File: src/rtl/spi_slave.sv
// SPI slave endpoint: synchronised Sclk/SS/MOSI, all four CPOL/CPHA modes, single-entry TX buffer.
// Define SPI_SLAVE_MISO_TRISTATE_EN to float MISO whenever the slave is not selected.
module spi_slave #(
    parameter int SYNC_STAGES = 2
) (
    input  logic       clk,
    input  logic       rst,
    input  logic [1:0] MODE,
    input  logic [7:0] tx_data,
    input  logic       tx_load,
    output logic       tx_ready,
    output logic [7:0] rx_data,
    output logic       rx_valid,
    output logic       busy,
    input  logic       Sclk,
    input  logic       MOSI,
    input  logic       SS,
    output logic       MISO
);

    typedef enum logic [1:0] {
        IDLE = 2'd0,
        LOAD = 2'd1,
        XFER = 2'd2
    } state_t;

    state_t state_reg, state_next;

    logic [SYNC_STAGES-1:0] sclk_sync_reg;
    logic [SYNC_STAGES-1:0] ss_sync_reg;
    logic [SYNC_STAGES-1:0] mosi_sync_reg;
    logic                   sclk_d_reg;
    logic                   ss_d_reg;

    logic       sclk_s, ss_s, mosi_s;
    logic       sclk_rise, sclk_fall, ss_fall;
    logic       lead_edge, trail_edge;
    logic       cpol, cpha;

    logic [1:0] mode_reg;
    logic [7:0] tx_buf_reg;
    logic       tx_full_reg;
    logic [7:0] tx_shreg_reg;
    logic [6:0] rx_shreg_reg;
    logic [7:0] rx_data_reg;
    logic       rx_valid_reg;
    logic       miso_reg;
    logic [3:0] bitcnt_reg;

    logic [7:0] load_byte;
    logic       load_first, reload, tx_shift, rx_sample, byte_load;

    // SS synchroniser resets to the deselected level so reset release cannot fake a frame start.
    always_ff @(posedge clk or negedge rst) begin
        if (!rst) begin
            sclk_sync_reg <= '0;
            ss_sync_reg   <= '1;
            mosi_sync_reg <= '0;
            sclk_d_reg    <= 1'b0;
            ss_d_reg      <= 1'b1;
        end else begin
            sclk_sync_reg <= {sclk_sync_reg[SYNC_STAGES-2:0], Sclk};
            ss_sync_reg   <= {ss_sync_reg[SYNC_STAGES-2:0], SS};
            mosi_sync_reg <= {mosi_sync_reg[SYNC_STAGES-2:0], MOSI};
            sclk_d_reg    <= sclk_s;
            ss_d_reg      <= ss_s;
        end
    end

    assign sclk_s    = sclk_sync_reg[SYNC_STAGES-1];
    assign ss_s      = ss_sync_reg[SYNC_STAGES-1];
    assign mosi_s    = mosi_sync_reg[SYNC_STAGES-1];
    assign sclk_rise = sclk_s & ~sclk_d_reg;
    assign sclk_fall = ~sclk_s & sclk_d_reg;
    assign ss_fall   = ss_d_reg & ~ss_s;

    assign cpol       = mode_reg[1];
    assign cpha       = mode_reg[0];
    assign lead_edge  = cpol ? sclk_fall : sclk_rise;
    assign trail_edge = cpol ? sclk_rise : sclk_fall;

    assign load_byte = tx_full_reg ? tx_buf_reg : 8'h00;
    assign byte_load = load_first | reload;

    always_ff @(posedge clk or negedge rst) begin
        if (!rst) begin
            state_reg <= IDLE;
        end else begin
            state_reg <= state_next;
        end
    end

    // Sampling edge is leading for CPHA=0 and trailing for CPHA=1; the other edge moves MISO.
    always_comb begin
        state_next = state_reg;
        load_first = 1'b0;
        reload     = 1'b0;
        tx_shift   = 1'b0;
        rx_sample  = 1'b0;
        case (state_reg)
            IDLE: begin
                if (ss_fall) begin
                    state_next = LOAD;
                end
            end
            LOAD: begin
                load_first = 1'b1;
                state_next = XFER;
            end
            XFER: begin
                if (lead_edge) begin
                    if (!cpha) begin
                        rx_sample = 1'b1;
                    end else if (bitcnt_reg == 4'd8) begin
                        reload = 1'b1;
                    end else begin
                        tx_shift = 1'b1;
                    end
                end
                if (trail_edge) begin
                    if (cpha) begin
                        rx_sample = 1'b1;
                    end else if (bitcnt_reg == 4'd8) begin
                        reload = 1'b1;
                    end else begin
                        tx_shift = 1'b1;
                    end
                end
            end
            default: begin
                state_next = IDLE;
            end
        endcase
        if (ss_s) begin
            state_next = IDLE;
            load_first = 1'b0;
            reload     = 1'b0;
            tx_shift   = 1'b0;
            rx_sample  = 1'b0;
        end
    end

    always_ff @(posedge clk or negedge rst) begin
        if (!rst) begin
            mode_reg <= 2'd0;
        end else if (ss_fall) begin
            mode_reg <= MODE;
        end
    end

    // A store while empty wins over a same-cycle consume; the consume then took 8'h00.
    always_ff @(posedge clk or negedge rst) begin
        if (!rst) begin
            tx_buf_reg  <= 8'h00;
            tx_full_reg <= 1'b0;
        end else if (tx_load && !tx_full_reg) begin
            tx_buf_reg  <= tx_data;
            tx_full_reg <= 1'b1;
        end else if (byte_load) begin
            tx_full_reg <= 1'b0;
        end
    end

    // CPHA=1 reload happens on a leading edge, so the MSB goes out and the byte shifts at once.
    always_ff @(posedge clk or negedge rst) begin
        if (!rst) begin
            tx_shreg_reg <= 8'h00;
            miso_reg     <= 1'b0;
        end else if (byte_load) begin
            miso_reg <= load_byte[7];
            if (reload && cpha) begin
                tx_shreg_reg <= {load_byte[6:0], 1'b0};
            end else begin
                tx_shreg_reg <= load_byte;
            end
        end else if (tx_shift) begin
            miso_reg     <= cpha ? tx_shreg_reg[7] : tx_shreg_reg[6];
            tx_shreg_reg <= {tx_shreg_reg[6:0], 1'b0};
        end
    end

    always_ff @(posedge clk or negedge rst) begin
        if (!rst) begin
            bitcnt_reg   <= 4'd0;
            rx_shreg_reg <= 7'd0;
            rx_data_reg  <= 8'h00;
            rx_valid_reg <= 1'b0;
        end else begin
            rx_valid_reg <= 1'b0;
            if (byte_load) begin
                bitcnt_reg <= 4'd0;
                if (load_first) begin
                    rx_shreg_reg <= 7'd0;
                end
            end else if (rx_sample) begin
                bitcnt_reg   <= bitcnt_reg + 4'd1;
                rx_shreg_reg <= {rx_shreg_reg[5:0], mosi_s};
                if (bitcnt_reg == 4'd7) begin
                    rx_data_reg  <= {rx_shreg_reg, mosi_s};
                    rx_valid_reg <= 1'b1;
                end
            end
        end
    end

    assign tx_ready = ~tx_full_reg;
    assign rx_data  = rx_data_reg;
    assign rx_valid = rx_valid_reg;
    assign busy     = (state_reg != IDLE);

`ifdef SPI_SLAVE_MISO_TRISTATE_EN
    assign MISO = busy ? miso_reg : 1'bz;
`else
    assign MISO = busy & miso_reg;
`endif

endmodule

File: config.mk
export PLATFORM = sky130hd
export DESIGN_NAME = spi_slave
export DESIGN_NICKNAME = d
export VERILOG_FILES = /design/src/rtl/spi_slave.sv
export SDC_FILE = /design/constraint.sdc
export NUM_CORES = 1
export LEC_CHECK = 0
export ABC_AREA = 1
export BUFFER_PORTS_ARGS = -buffer_cell sky130_fd_sc_hd__buf_2
export CAP_MARGIN = 20
export CORE_ASPECT_RATIO = 2
export CORE_MARGIN = 1
export CORE_UTILIZATION = 30
export DETAILED_ROUTE_END_ITERATION = 7
export PLACE_DENSITY = 0.45
export SYNTH_ARGS = -nofsm -noshare
export SYNTH_HDL_FRONTEND = slang
export SYNTH_SLANG_ARGS = --single-unit
File: constraint.sdc
create_clock -name clk -period 3.1 [get_ports clk]
set_input_delay 0.62 -clock clk [delete_from_list [all_inputs] [get_ports clk]]
set_output_delay 0.62 -clock clk [all_outputs]
set_load 0.005 [all_outputs]
==> out/metrics.csv <==
metric,value,unit
status,"finished, final reports clean",
ys flop type,dfrtp_1,
vias in the first global route,1857,
First DRT Iteration DRCs,38,
Row Count,44,
Post-synth EDFFs,0,
die area,0.007998,sq mm
Pre-antenna DRT Iters,4,
mean post-synth cell area,9.005,sq um
period utilization,58.81,%
DP Wirelength,3832,um
synth warn,0,
max-slew violation count,0,
Die Y,125.5,um
ys async rst share,100.0,%
largest cells by area after synthesis,"dfrtp_1, nand2_1, nand3_1, mux2_2, dfstp_2",
Layout Nets,303,
maximum buffer depth of the clock tree,2,
HP Start,sclk_sync_reg[0],
startpoint class of the critical path,flip-flop,
sequential area share after synthesis,54.87,%
VDD IR max,0.0004136,V
Worst-path clk slew,0.07,ns
Static Leak,1.456,nW
top post-synthesis cells by count,"nand2_1, dfrtp_1, nand3_1",
DR WL/cell,13.72,um
CTS Buf Count,5,
Hold Path Sink,sclk_sync_reg[1],
Post-Layout Cell Count,378,
Total Routed Length,5188,um
Layout area overhead,18.82,%
Synth area leader,dfrtp_1,
antenna cell count,0,
core footprint,0.007322,sq mm
post-synth top area share,51.42,%
power density over the cells,746.4,mW/mm^2
first-pass GRT wire length,9052,um
initial antenna violation count,0,
Worst Path Max Fanout,12,
Final min period,1.823,ns
final hold vios,0,
share of cells above drive strength 1,22.73,%
die width,63.74,um
reg-to-reg setup timing slack,1.28,ns
final setup TNS,0,ns
Synth Net Count,272,
dpl ws,1.260,ns
Yosys reg bits,50,
CTS H-tree lvls,2,
GR Util All Layers,15.05,%
WP data required,3.28,ns
Setup CP Type,reg2reg,
largest net degree at the start of global routing,51,
post-CTS sizing,0,
fmax,548.5,MHz
IO Count,28,
# DRC,0,
CTS Hold Buffers Added,0,
Synth cell types,26,
gpl congestion,0.7828,
worst r2r path cells,7,
gr ovfl total,0,
DRT antenna net count,0,
most frequent cell after synthesis,nand2_1,
Cells after DPL,370,
max_cap viols,0,
Worst R2R Start,ss_sync_reg[1],
CTS sink count,50,
RSZ-0062 raised after global routing,false,
CTS tree,built,
Post-Syn Instances,254,
post-route setup slack,1.277,ns
RR Endpoint,miso_reg,
Post-Synthesis Cell Area,0.002287,sq mm
Min-Delay Path Class,reg2reg,
measured slew at the worst slew-check pin,0.6319,ns
Skew-Pair Late Insertion Delay,0.29,ns
setup bufs post-CTS,0,
crit end category,flip-flop,
DR vias,1756,
Vias/cell,4.646,
Critical Path AT,2.01,ns
IO Port Bufs,27,
Max-slew headroom,57.87,%
endpoints failing setup,0,
CTS Root Cell,clkbuf_16,
final clock skew,0.004958,ns
Starting Density,31.24,%
hold path depth,0,
==> how the worst max path moves through the flow <==
stage,cells past startpoint,from,end
detailed placement,7,ss_sync_reg[1],tx_shreg_reg[6]
finish,7,ss_sync_reg[1],miso_reg
global placement,7,ss_sync_reg[1],tx_shreg_reg[6]
global route,7,ss_sync_reg[1],tx_shreg_reg[6]
floorplan,10,bitcnt_reg[0],tx_shreg_reg[1]
CTS,7,ss_sync_reg[1],tx_shreg_reg[6]
==> cell type report <==
cell class,instances,area [sq um]
Timing Repair Buffer,28,142.6
Inverter,20,75.07
Sequential cell,50,1255
Fill cell,773,4604
Multi-Input combinational cell,180,930.9
Clock inverter,2,60.06
Tap cell,92,115.1
Clock buffer,6,138.9
==> worst max-delay path, stage by stage (launching register included) <==
cell	delay, ns
dfstp_2	0.54
inv_2	0.05
nand3_1	0.43
nand2_1	0.17
nand2_2	0.22
inv_2	0.13
nand3_1	0.12
nand2_1	0.05
==> report_power, final <==
part	total [mW]	internal (mW)	switching, mW
logic	0.384	0.174	0.209
registers	0.916	0.805	0.112
clock network	0.728	0.485	0.244
total	2.03	1.46	0.565
==> layer usage <==
layer	track usage (%)	part of all wire, %	vias to the layer above
li1	-	-	876
met1	16.03	37	836
met2	26.28	56	30
met3	3.011	3.0	14
met4	9.492	4.4	0
met5	0	0	-
==> kinds of logic after synthesis <==
logic type                 synth area share (%)
and+or+nand+nor                           33.37
buffers and inverters                     4.431
DFF                                       54.87
xor gates and xnor gates                 0.7660
muxes                                     4.377
adders and majority gates                 1.094
AOI/OAI and AO/OA                         1.094
==> layout by cell type, fill, tap and decap left out, drive strengths merged <==
| master | netlist | final |
|---|---|---|
| clkbuf | 0 | 6 |
| inv | 19 | 19 |
| nor2 | 10 | 10 |
| buf | 4 | 28 |
| nand3b | 7 | 7 |
| dfstp | 3 | 3 |
| a21oi | 2 | 2 |
| nand3 | 32 | 32 |
| dfrtp | 47 | 47 |
| bufinv | 0 | 2 |
| xnor2 | 1 | 1 |
| ha | 2 | 2 |
| o21ai | 3 | 3 |
| xor2 | 1 | 1 |
| mux2 | 8 | 8 |
| nand2 | 105 | 105 |
| mux2i | 1 | 1 |
| clkinv | 1 | 1 |
| nand4 | 8 | 8 |
==> through the flow <==
| stage | instance area [sq um] | util [%] | hold slack [ns] | power (mW) |
|---|---|---|---|---|
| 2_1_floorplan | 2287 | - | 0.3244 | 1.199 |
| 3_3_place_gp | 2519 | 34.40 | 0.3317 | 1.314 |
| 3_5_place_dp | 2519 | 34.40 | 0.3362 | 1.318 |
| 4_1_cts | 2718 | 37.12 | 0.3513 | 2.056 |
| 5_1_grt | 2718 | 37.12 | 0.3577 | 2.160 |
| 6_report | 2718 | 37.12 | 0.3488 | 2.028 |
No activity file was read; power rests on OpenSTA's default activity.
